===== src/rtl/executor_clear.sv =====
// Line-clear executor: scans the playfield bottom-up, compacts surviving rows downward
// and zero-fills the rows vacated at the top, reporting how many full rows were removed.
module executor_clear #(
    parameter  int width_p  = 16,
    parameter  int height_p = 32,
    localparam int aw       = $clog2(height_p),
    localparam int cw       = $clog2(height_p + 1)
) (
    input  logic               clk_i,
    input  logic               reset_i,
    input  logic               v_i,
    output logic               ready_o,
    output logic               done_o,
    output logic [cw-1:0]      cleared_cnt_o,
    output logic [aw-1:0]      mm_read_addr_o,
    input  logic [width_p-1:0] mm_read_data_i,
    output logic [aw-1:0]      mm_write_addr_o,
    output logic [width_p-1:0] mm_write_data_o,
    output logic               mm_write_v_o
);

    typedef enum logic [1:0] {
        eIDLE = 2'd0,
        eScan = 2'd1,
        eFill = 2'd2,
        eDone = 2'd3
    } state_e;

    localparam logic [aw-1:0] last_row_c = aw'(height_p - 1);
    localparam logic [aw-1:0] zero_row_c = {aw{1'b0}};
    localparam logic [cw-1:0] zero_cnt_c = {cw{1'b0}};

    state_e        state_r, state_s;
    logic [aw-1:0] rp_r, rp_s;
    logic [aw-1:0] wp_r, wp_s;
    logic [cw-1:0] cnt_r, cnt_s;
    logic          full_s;

    assign full_s = &mm_read_data_i;

    // State and datapath registers
    always_ff @(posedge clk_i or posedge reset_i) begin
        if (reset_i) begin
            state_r <= eIDLE;
            rp_r    <= last_row_c;
            wp_r    <= last_row_c;
            cnt_r   <= zero_cnt_c;
        end else begin
            state_r <= state_s;
            rp_r    <= rp_s;
            wp_r    <= wp_s;
            cnt_r   <= cnt_s;
        end
    end

    // Next-state, pointer updates and memory-port outputs
    always_comb begin
        state_s         = state_r;
        rp_s            = rp_r;
        wp_s            = wp_r;
        cnt_s           = cnt_r;
        ready_o         = 1'b0;
        done_o          = 1'b0;
        mm_read_addr_o  = last_row_c;
        mm_write_addr_o = wp_r;
        mm_write_data_o = {width_p{1'b0}};
        mm_write_v_o    = 1'b0;
        case (state_r)
            eIDLE: begin
                ready_o = 1'b1;
                rp_s    = last_row_c;
                wp_s    = last_row_c;
                if (v_i) begin
                    cnt_s   = zero_cnt_c;
                    state_s = eScan;
                end else begin
                    state_s = eIDLE;
                end
            end
            eScan: begin
                mm_read_addr_o = rp_r;
                rp_s = (rp_r == zero_row_c) ? rp_r : rp_r - aw'(1);
                if (full_s) begin
                    cnt_s = cnt_r + cw'(1);
                end else begin
                    wp_s = (wp_r == zero_row_c) ? wp_r : wp_r - aw'(1);
                    // A row that would land on itself needs no rewrite
                    if (rp_r != wp_r) begin
                        mm_write_v_o    = 1'b1;
                        mm_write_data_o = mm_read_data_i;
                    end else begin
                        mm_write_v_o    = 1'b0;
                    end
                end
                if (rp_r == zero_row_c) begin
                    state_s = (cnt_s != zero_cnt_c) ? eFill : eDone;
                end else begin
                    state_s = eScan;
                end
            end
            eFill: begin
                mm_write_v_o = 1'b1;
                if (wp_r == zero_row_c) begin
                    state_s = eDone;
                end else begin
                    wp_s    = wp_r - aw'(1);
                    state_s = eFill;
                end
            end
            eDone: begin
                done_o  = 1'b1;
                state_s = eIDLE;
            end
            default: begin
                state_s = eIDLE;
            end
        endcase
    end

    // The running count stays hidden while a pass is in flight
    assign cleared_cnt_o = ((state_r == eScan) || (state_r == eFill)) ? zero_cnt_c : cnt_r;

endmodule

===== config.mk =====
export PLATFORM = sky130hd
export DESIGN_NAME = executor_clear
export DESIGN_NICKNAME = d
export VERILOG_FILES = /design/src/rtl/executor_clear.sv
export SDC_FILE = /design/constraint.sdc
export NUM_CORES = 1
export LEC_CHECK = 0
export ABC_AREA = 1
export BUFFER_PORTS_ARGS = -buffer_cell sky130_fd_sc_hd__buf_2
export CORE_MARGIN = 2
export CORE_UTILIZATION = 54
export DETAILED_ROUTE_END_ITERATION = 6
export GPL_ROUTABILITY_DRIVEN = 0
export MAX_ROUTING_LAYER = met4
export PLACE_DENSITY = 0.95
export RECOVER_POWER = 25
export REMOVE_ABC_BUFFERS = 1
export SLEW_MARGIN = 15
export SYNTH_ARGS = -nofsm -noshare
export SYNTH_HDL_FRONTEND = slang
export SYNTH_SLANG_ARGS = --single-unit

===== constraint.sdc =====
create_clock -name clk_i -period 4.15 [get_ports clk_i]
set_input_delay 0.83 -clock clk_i [delete_from_list [all_inputs] [get_ports clk_i]]
set_output_delay 0.83 -clock clk_i [all_outputs]
set_load 0.05 [all_outputs]

==> impl_metrics.csv, run 1 <==
group,metric,value,unit
synth,synthSimpleGateAreaFrac,0.366,
worst_setup_path,r2r_cells,10,
synth,compound_cell_area_share_of_the_yosys_netlist,0.121,
flow_run,drv.max_cap_violation_count,0,
worst_hold_path,whs_path_depth,2,
cts,worst_skew_pair.late_latency,0.31,ns
synth,synth_top_area_frac,0.168,
floorplan,floorplan.die.width,57.9,um
synth,synth_adder_area_share,0.0718,
sta,max_slew_margin,0.558,
global_route,grt_start_max_net_pins,19,
cells_and_area,final_cell_mix,"buf_2, nand2_1, inv_1",
cts,cts_hold_buffers,0,
power_and_ir_drop,power.static_leakage,1.02,nW
sta,final-hold-violation-count,0,
synth,mean_instance_size_in_the_synthesized_netlist,6.82,um^2
routing,detailroute.via_count,1608,
cells_and_area,multi_input_comb_area,928,um^2
global_route,global_route.usage.met3,0.0580,
sta,fmaxAchievable,325,MHz
cts,clkSlewWorstSetupHoldPaths,0.11,ns
routing,antenna_left,0,
routing,drt_pre_antenna_iters,4,
synth,post_synth_mux_area_share,0,
cts,cts.repair_timing.setup_buffer_count,0,
synth,netlist-cell-type-count,31,
cts,clkSinkCount,18,
sta,worst_slew_pin_slew,0.662,ns
synth,synth_area,1570,um^2
floorplan,fp.dieArea,3350,um^2
cells_and_area,fillers,233,
synth,number_of_flops_mapped_to_enable_cells_by_yosys,0,
cts,cts_root_buffer,"clkbuf_4",
worst_setup_path,critical_path.reg2reg.startpoint,"rp_r[0]",
cells_and_area,antenna_cells,0,
synth,main_flop_type_after_synthesis,"dfstp_2",
cts,cts_tree,"done",
worst_hold_path,hold_start,"rp_r[2]",
worst_setup_path,critPathLaunchType,"flop",
synth,seq_area_frac_synth,0.295,
worst_setup_path,crit_path_top_delay_cell,"dfrtp_1",
cells_and_area,final-instance-count-excl-fill,315,
global_route,busiest_layer_in_global_routing,"met2",
placed_design,detailed_place_hpwl,3010,um
worst_setup_path,critical_path.max_fanout,17,
worst_setup_path,worst_reg2reg_path_endpoint,"rp_r[4]",
synth,synth_seq_cells,18,
sta,final.setup_skew,0.00753,ns
worst_setup_path,required,3.32,ns
synth,yosys-top-cells-area,"dfstp_2, dfrtp_1, nand2_1",
routing,wl_per_cell,11.9,um
global_route,grt_overflow,0,
placed_design,port_buffers,53,
routing,drcViolationCount,0,
worst_hold_path,worstHoldPathType,"flop to flop",
cts,postCtsResizedCells,0,
synth,synth-async-reset-ratio,1.00,
synth,synth_xor_area_frac,0.0335,
synth,synth.largest_area_cell,"dfstp_2",
worst_setup_path,worst-setup-path-type,"flop to output pin",
global_route,global_route.usage.met2,0.388,
worst_setup_path,crit_chain,"inv_1 > ha_1 > inv_1 > nor2_1 > nand2_4 > a21oi_1 > buf_2",
outcome,run_status,"complete, no violations",
global_route,grt_pass1_wl,6200,um
floorplan,rows,19,
cts,tritoncts.num_buffers,3,
routing,routed_wl,3740,um
routing,detailedRoute.firstIterationViolations,48,
global_route,first_global_vias,1425,
sta,rsz0062_at_grt,"no",
power_and_ir_drop,power.density,861,nW/um^2
synth,synth_warnings,0,
placed_design,placed_cells_incl_taps,311,
global_route,grt_use_met1,0.307,
global_route,antenna_found_initial,0,
power_and_ir_drop,vdd.ir_drop.worst,0.709,mV
cts,clk_path_buf_depth,2,
sta,timing.final.setup_violations,0,
worst_setup_path,critical-path-top-cell-by-count,"inv_1",
worst_setup_path,critPathCaptureType,"output pin",
sta,finalCriticalPeriod,3.07,ns
global_route,grt_use_total,0.247,
sta,finalSetupTns,0,ns
worst_setup_path,worst-endpoint-arrival,2.24,ns
sta,final-max-slew-violation-count,0,
cells_and_area,layout_commonest_cell,"buf_2",
worst_setup_path,r2r_slack,2.46,ns
cells_and_area,design.final.nets,313,
floorplan,core-area,2760,um^2
power_and_ir_drop,post-layout-total-power,0.00162,W
cells_and_area,flow.area_growth_from_synthesis,20.3,%
synth,synthesis.instances,230,
floorplan,chipHeight,57.9,um
cells_and_area,layout.area.seq,463,um^2
routing,drt-vias-per-instance,5.10,
cells_and_area,drive_above_1_share,0.366,
floorplan,floorplan.initialDensity,0.569,
cts,h-tree-depth,1,
worst_hold_path,worstHoldEndpoint,"rp_r[2]",
synth,synth_top_family_by_area,"simple AND/OR/NAND/NOR gates",
worst_setup_path,timing.critical_path.slowest_cell_delay,0.43,ns
sta,fin_crit_sh,0.741,
floorplan,io_pins,54,
## through the flow
step | util | cell area (um^2) | hold WS, ns | worst slack (ns)
2_1_floorplan | - | 1550 | 0.475 | 1.10
3_3_place_gp | 0.671 | 1850 | 0.495 | 1.32
3_5_place_dp | 0.671 | 1850 | 0.499 | 1.31
4_1_cts | 0.684 | 1890 | 0.516 | 1.07
5_1_grt | 0.684 | 1890 | 0.551 | 0.920
6_report | 0.684 | 1890 | 0.518 | 1.08
## kinds of logic (layout without fill, tap and decap cells)
group	after synthesis	count (layout)
adders and majority gates	9	9
and+or+nand+nor	120	120
xor gates and xnor gates	6	6
buffers and inverters	44	98
AOI/OAI and AO/OA	33	33
DFF	18	18
## worst max path at each step
stage	cells after the start	end	startpoint	slack, ns
2_1_floorplan	7	mm_write_v_o	mm_read_data_i[1]	1.10
3_3_place_gp	9	mm_write_v_o	mm_read_data_i[1]	1.32
3_5_place_dp	9	mm_write_v_o	mm_read_data_i[13]	1.31
4_1_cts	7	mm_write_v_o	flop	1.07
5_1_grt	7	mm_write_v_o	flop	0.92
6_report	7	mm_write_v_o	flop	1.08
## report_power, final
part	total (W)	switching [W]	internal, W	leakage [nW]
sequential	0.000354	0.0000772	0.000277	0.213
clock	0.000114	0.0000607	0.0000537	0.0210
combinational	0.00115	0.000876	0.000278	0.783
## area by class of cell
cell class,count,share of cell area
sequential,18,0.246
timing repair buffer,53,0.141
inverter,41,0.0816
clock buffer,4,0.0192
tap,31,0.0206
multi-input combinational,168,0.492
## critical path, delay by kind of cell (launching register included)
family | cells | cell delay, ns
AO/OA/AOI/OAI | 1 | 0.15
adder cells (fa/ha/maj) | 1 | 0.42
buffers and inverters | 3 | 0.53
flip-flops | 1 | 0.43
AND/OR/NAND/NOR | 2 | 0.39
## sequential cells by signal, summed over array words and instances, names as in the netlist, named ones only
signal	count
mm_write_addr_o	5
state_r	1
rp_r	5
cnt_r	6
## layer usage
layer  wire [um]  vias up  share of wire
li1            -      825              -
met1        1660      733           0.44
met2        1850       44           0.49
met3         189        6          0.050
met4          49        0          0.013
met5           0        -              0
## Yosys cell counts, types with 4 or more instances
library cell / number
nand2_1: 51
inv_1: 36
nor2_1: 25
nor2_2: 16
nand3_1: 11
o21ai_0: 11
dfstp_2: 10
o21ai_1: 10
ha_1: 9
dfrtp_1: 8
nand2_2: 6
inv_2: 5
xor2_1: 4
Note: power is estimated with default switching activity, not from simulation.
==> run 2, diff against run 1 <==
--- a/config.mk
+++ b/config.mk
@@ -5,14 +5,14 @@
 export SDC_FILE = /design/constraint.sdc
 export NUM_CORES = 1
 export LEC_CHECK = 0
-export ABC_AREA = 1
+export ABC_AREA = 0
 export BUFFER_PORTS_ARGS = -buffer_cell sky130_fd_sc_hd__buf_2
 export CORE_MARGIN = 2
-export CORE_UTILIZATION = 54
+export CORE_UTILIZATION = 45
 export DETAILED_ROUTE_END_ITERATION = 6
 export GPL_ROUTABILITY_DRIVEN = 0
 export MAX_ROUTING_LAYER = met4
-export PLACE_DENSITY = 0.95
+export PLACE_DENSITY = 0.87
 export RECOVER_POWER = 25
 export REMOVE_ABC_BUFFERS = 1
 export SLEW_MARGIN = 15
==> constraint.sdc (replaced) <==
create_clock -name clk_i -period 2.5 [get_ports clk_i]
set_input_delay 0.5 -clock clk_i [delete_from_list [all_inputs] [get_ports clk_i]]
set_output_delay 0.5 -clock clk_i [all_outputs]
set_load 0.05 [all_outputs]
==> run 2 against run 1 <==
Utilization fell by 5.7 points. Worst setup slack got worse by 1.0 ns. Final cell count fell by 11%. Register-to-register slack got worse by 2.0 ns. Largest power group unchanged. Via count fell by 6.2%. Critical endpoint is now mm_write_data_o[15]. Sequential cell count did not move.
==> impl_metrics.csv, run 2 <==
group,metric,value,unit
worst_setup_path,crit_chain,"xor2_1 > nor3_2 > nand3_1 > and3_4 > and2_2 > clkbuf_4",
synth,synth_seq_cells,18,
global_route,first_global_vias,1321,
cells_and_area,registers.top_by_ff_count,"cnt_r",
synth,main_flop_type_after_synthesis,"dfstp_2",
synth,synth_top_area_frac,0.178,
power_and_ir_drop,power.static_leakage,0.917,nW
cts,clkSinkCount,18,
cells_and_area,layout_commonest_cell,"buf_2",
sta,final-max-slew-violation-count,0,
flow_run,drv.max_cap_violation_count,0,
placed_design,post_dp_cell_area,1810,um^2
floorplan,io_pins,54,
synth,yosys-top-cells-area,"dfstp_2, dfrtp_1, ha_1",
synth,mean_instance_size_in_the_synthesized_netlist,8.30,um^2
sta,worst_slew_pin_slew,0.708,ns
routing,antenna_left,0,
power_and_ir_drop,power.density,1140,nW/um^2
synth,synth-async-reset-ratio,1.00,
synth,synthesis.instances,178,
synth,seq_area_frac_synth,0.313,
cts,cts_tree,"done",
cts,clk_path_buf_depth,2,
outcome,run_status,"complete, no violations",
synth,most_instantiated_library_cell_after_synthesis,"nand2_1",
sta,max_slew_margin,0.523,
cells_and_area,flow.area_growth_from_synthesis,30.6,%
sta,fin_crit_sh,0.970,
worst_hold_path,worstHoldPathType,"input pin to asynchronous set/reset pin",
power_and_ir_drop,post-layout-total-power,0.00221,W
worst_setup_path,crit_path_top_delay_cell,"dfstp_2",
sta,final-hold-violation-count,0,
cells_and_area,fillers,271,
floorplan,floorplan.die.width,61.3,um
global_route,antenna_found_initial,0,
floorplan,rows,20,
cts,h-tree-depth,1,
cells_and_area,final_cell_mix,"buf_2, clkbuf_4, nand2_1",
global_route,grt_start_max_net_pins,30,
worst_setup_path,required,2.00,ns
routing,detailroute.via_count,1508,
cells_and_area,largest_register_ff_count,6,
synth,synth.largest_area_cell,"dfstp_2",
global_route,grt_use_total,0.206,
cts,tritoncts.num_buffers,3,
global_route,grt_overflow,0,
sta,fmaxAchievable,412,MHz
cts,cts_root_buffer,"clkbuf_4",
worst_setup_path,critPathCaptureType,"output pin",
cells_and_area,drive_above_1_share,0.363,
synth,number_of_flops_mapped_to_enable_cells_by_yosys,0,
synth,synth_area,1480,um^2
routing,detailedRoute.firstIterationViolations,53,
worst_setup_path,timing.critical_path.slowest_cell_delay,0.59,ns
placed_design,detailed_place_hpwl,2610,um
placed_design,port_buffers,53,
synth,synth_adder_area_share,0.0762,
floorplan,chipHeight,61.3,um
cells_and_area,design.final.nets,266,
sta,finalCriticalPeriod,2.43,ns
cells_and_area,final_cell_area,1930,um^2
routing,routed_wl,3590,um
sta,timing.final.setup_violations,0,
routing,wl_per_cell,12.8,um
global_route,grt_pass1_wl,5650,um
synth,compound_cell_area_share_of_the_yosys_netlist,0.137,
synth,synthSimpleGateAreaFrac,0.365,
routing,drcViolationCount,0,
synth,synth_top_family_by_area,"simple AND/OR/NAND/NOR gates",
cts,cts_hold_buffers,0,
synth,post_synth_mux_area_share,0.00762,
floorplan,floorplan.initialDensity,0.480,
worst_setup_path,critical_path.max_fanout,8,
worst_setup_path,worst-endpoint-arrival,1.93,ns
cts,worst_skew_pair.late_latency,0.30,ns
synth,synth_warnings,0,
worst_setup_path,worst-setup-path-type,"flop to output pin",
floorplan,fp.dieArea,3760,um^2
cts,clkSlewWorstSetupHoldPaths,0.11,ns
synth,synthTopCellsByCount,"nand2_1, and2_1, nand3_1",
cells_and_area,antenna_cells,0,
worst_setup_path,r2r_slack,0.51,ns
synth,synth_xor_area_frac,0.0593,
power_and_ir_drop,vdd.ir_drop.worst,0.627,mV
synth,netlist-cell-type-count,42,
worst_setup_path,critPathLaunchType,"flop",
routing,drt-vias-per-instance,5.37,
floorplan,core-area,3080,um^2
routing,drt_pre_antenna_iters,4,
sta,final.setup_skew,0.00318,ns
## run 2: changes by cell type in the layout (fill, tap and decap cells not counted), moves of 6 or more
cell,before,now
o21ai_1,10,0
buf_2,53,39
nand4_1,1,7
inv_1,36,7
and2_1,0,15
nor2_2,16,0
nand2b_1,0,6
a21oi_1,2,11
nand2_2,6,0
clkbuf_4,3,17
nor2b_1,0,8
nand2_1,51,16
buf_4,0,10
nor2_1,25,7
## run 2: layout make-up
cell class	count	area [um^2]	area share
multi-input cells	145	973	0.505
well taps	44	55.1	0.0285
clock buffers	4	36.3	0.0188
flip-flops and latches	18	463	0.240
inverters	7	26.3	0.0136
repair buffers	63	375	0.195
## run 2: cell families (layout without fill, tap and decap cells)
logic type	Yosys count	count (layout)
and+or+nand+nor	92	93
AOI/OAI and AO/OA	32	32
DFF	18	18
buffers and inverters	16	74
xor gates and xnor gates	10	10
adders and majority gates	9	9
muxes	1	1
## run 2: worst paths after layout
check,start,endpoint,cells past startpoint
min reg2reg,rp_r[4],rp_r[4],2
max,mm_write_addr_o[2],mm_write_data_o[15],6
min,reset_i,cnt_r[4],2
max in group asynchronous,reset_i,cnt_r[3],2
min in group clk_i,rp_r[4],rp_r[4],2
max reg2reg,mm_write_addr_o[0],state_r[0],7
## run 2: stage by stage
| stage | util | hold slack (ns) | setup TNS [ns] | worst slack (ns) | cells |
|---|---|---|---|---|---|
| floorplan | - | 0.431 | 0 | 0.0848 | 169 |
| global placement | 0.587 | 0.530 | 0 | 0.0211 | 272 |
| detailed placement | 0.587 | 0.540 | -0.00288 | -0.00288 | 272 |
| CTS | 0.608 | 0.299 | 0 | 0.0193 | 279 |
| global route | 0.627 | 0.330 | -0.0522 | -0.0110 | 281 |
| finish | 0.627 | 0.292 | 0 | 0.0747 | 281 |
## run 2: report_power, final
part           total (W)  internal (W)  leakage (nW)  switching (W)
clock           0.000185     0.0000888        0.0210      0.0000959
sequential      0.000553      0.000447         0.212       0.000106
combinational    0.00147      0.000487         0.684       0.000982
total            0.00221       0.00102         0.917        0.00118
## run 2: routing by layer
| layer | GRT usage | share of wire | up-vias |
|---|---|---|---|
| li1 | - | - | 759 |
| met1 | 0.236 | 0.43 | 706 |
| met2 | 0.372 | 0.53 | 39 |
| met3 | 0.0378 | 0.036 | 4 |
| met4 | 0.0435 | 0.0095 | 0 |
| met5 | - | 0 | - |
## run 2: worst max-delay path: cells and delay by family, from the launching register on
kind | cells | cell delay, ns
simple gates | 4 | 0.74
flops | 1 | 0.59
xor+xnor | 1 | 0.09
buf+inv | 1 | 0.20
## run 2: what timing repair did
action,in CTS,in global routing
setup endpoints to repair,17,17
pin swaps,0,1
cloned,0,1
resized for setup,1,16
hold endpoints to repair,0,0
setup buffers,3,1
==> run 3, diff against run 2 <==
--- a/config.mk
+++ b/config.mk
@@ -14,7 +14,6 @@
 export MAX_ROUTING_LAYER = met4
 export PLACE_DENSITY = 0.87
 export RECOVER_POWER = 25
-export REMOVE_ABC_BUFFERS = 1
 export SLEW_MARGIN = 15
 export SYNTH_ARGS = -nofsm -noshare
 export SYNTH_HDL_FRONTEND = slang
==> run 3 against run 2 <==
Sequential power increased by 8.0%. Power decreased by 1.1%. First-iteration DRC count increased by 26%. Largest power group unchanged. Clock power about the same. Via count decreased by 2.9%. Non-clock buffer count decreased by 4. Clock-buffer cell count unchanged. Critical path depth unchanged. Design area about the same.
==> impl_metrics.csv, run 3 (same netlist as run 2, synthesis figures left out) <==
group,metric,value,unit
outcome,run_status,"complete, no violations",
cts,cts_root_buffer,"clkbuf_4",
global_route,grt_overflow,0,
sta,fmaxAchievable,411,MHz
worst_setup_path,r2r_cells,7,
worst_setup_path,critPathCaptureType,"output pin",
floorplan,io_pins,54,
sta,whs,0.302,ns
power_and_ir_drop,power.static_leakage,0.909,nW
routing,wl_per_cell,12.7,um
global_route,grt_start_max_net_pins,30,
global_route,first_global_vias,1231,
placed_design,placed_cells_incl_taps,271,
global_route,grt_use_total,0.194,
cts,cts_hold_buffers,0,
worst_setup_path,r2r_slack,0.52,ns
worst_setup_path,worst-endpoint-arrival,1.93,ns
global_route,grt_pass1_wl,5410,um
cells_and_area,registers.top_by_ff_count,"cnt_r",
power_and_ir_drop,share_clk_of_total_power,0.085,
sta,final-hold-violation-count,0,
sta,final.setup_skew,0.00346,ns
cells_and_area,fillers,263,
placed_design,detailed_place_hpwl,2520,um
routing,drt_pre_antenna_iters,4,
sta,fin_crit_sh,0.974,
worst_setup_path,worst-setup-path-type,"input pin to output pin",
power_and_ir_drop,p_sw,0.00117,W
floorplan,core-area,3080,um^2
sta,max_slew_margin,0.507,
worst_hold_path,worstHoldPathType,"input pin to asynchronous set/reset pin",
floorplan,rows,20,
placed_design,post_dp_cell_area,1810,um^2
cells_and_area,antenna_cells,0,
cts,tritoncts.num_buffers,3,
power_and_ir_drop,power.density,1130,nW/um^2
cells_and_area,post-route-util,0.627,
cells_and_area,final_cell_mix,"buf_2, nand2_1, nand3_1",
worst_setup_path,critPathLaunchType,"input pin",
floorplan,floorplan.initialDensity,0.480,
routing,routed_wl,3500,um
cells_and_area,design.final.nets,261,
worst_setup_path,required,2.00,ns
cells_and_area,drive_above_1_share,0.388,
routing,antenna_left,0,
flow_run,drv.max_cap_violation_count,0,
cts,clkSinkCount,18,
cells_and_area,layout_commonest_cell,"buf_2",
cts,clkSlewWorstSetupHoldPaths,0.11,ns
sta,finalCriticalPeriod,2.43,ns
sta,worst_slew_pin_slew,0.732,ns
sta,rsz0062_at_grt,"yes",
cts,clk_path_buf_depth,2,
placed_design,port_buffers,53,
cts,h-tree-depth,1,
power_and_ir_drop,switching_share,0.537,
cells_and_area,largest_register_ff_count,6,
power_and_ir_drop,part_of_the_power_in_registers,0.273,
power_and_ir_drop,post-layout-total-power,0.00218,W
sta,final-max-slew-violation-count,0,
synth,synth.net_count,206,
cts,worst_skew_pair.late_latency,0.29,ns
power_and_ir_drop,p_comb_frac,0.642,
routing,detailroute.via_count,1464,
sta,timing.final.setup_violations,0,
power_and_ir_drop,power_report.internal_total,0.00101,W
routing,drcViolationCount,0,
routing,drt-vias-per-instance,5.30,
floorplan,floorplan.die.width,61.3,um
power_and_ir_drop,vdd.ir_drop.worst,0.824,mV
cells_and_area,final-instance-count-excl-fill,276,
floorplan,chipHeight,61.3,um
cells_and_area,final_cell_area,1930,um^2
floorplan,fp.dieArea,3760,um^2
global_route,antenna_found_initial,0,
routing,detailedRoute.firstIterationViolations,67,
cells_and_area,flow.area_growth_from_synthesis,30.7,%
worst_setup_path,critical_path.max_fanout,17,
cts,cts_tree,"done",
-- run 3: critical path: stages --
cell and delay, ns:
buf_2 0.08, nand4_1 0.18, or4_4 0.53, and3_4 0.24, o21a_2 0.19, buf_2 0.20
-- run 3: power by group through the flow --
stage	clock (W)	sequential (W)	combinational, W
5_1_grt	0.000200	0.000616	0.00150
6_report	0.000185	0.000597	0.00140
3_5_place_dp	0	0.000598	0.00133
2_1_floorplan	0	0.000700	0.000971
3_3_place_gp	0	0.000595	0.00131
4_1_cts	0.000189	0.000594	0.00134
-- run 3: cell type report --
cell class / count / area [um^2] / share of cell area
flip-flops and latches: 18 / 463 / 0.240
well taps: 44 / 55.1 / 0.0285
repair buffers: 59 / 380 / 0.197
inverters: 7 / 26.3 / 0.0136
clock buffers: 4 / 36.3 / 0.0188
multi-input cells: 144 / 970 / 0.502
-- run 3: repair_timing --
action | 4_1_cts | 5_1_grt
buffers inserted | 0 | 1
resized for setup | 1 | 35
endpoints found under the setup margin | 17 | 17
pin swaps | 0 | 2
-- run 3: metrics by stage --
stage	TNS [ns]	setup WS [ns]
final	0	0.0650
after global routing	-0.0249	-0.0156
after CTS	0	0.0383
after detailed placement	-0.468	-0.0427
after global placement	0	0.00685
after floorplan	0	0.00496
-- run 3: metal layers --
metal,routed length [um],GRT usage,up-vias
met5,0,-,-
met4,27,0.0590,0
met3,167,0.0210,2
met2,1670,0.292,51
met1,1640,0.273,678
li1,-,-,733
-- run 3: final timing paths --
path | end | start
worst max-delay path | mm_write_v_o | mm_read_data_i[13]
worst min-delay path | asynchronous set/reset pin | reset_i
worst max register to register | state_r[0] | mm_write_addr_o[0]
worst min register to register | rp_r[4] | rp_r[4]
max in group asynchronous | cnt_r[2] | reset_i
min in group clk_i | rp_r[4] | rp_r[4]
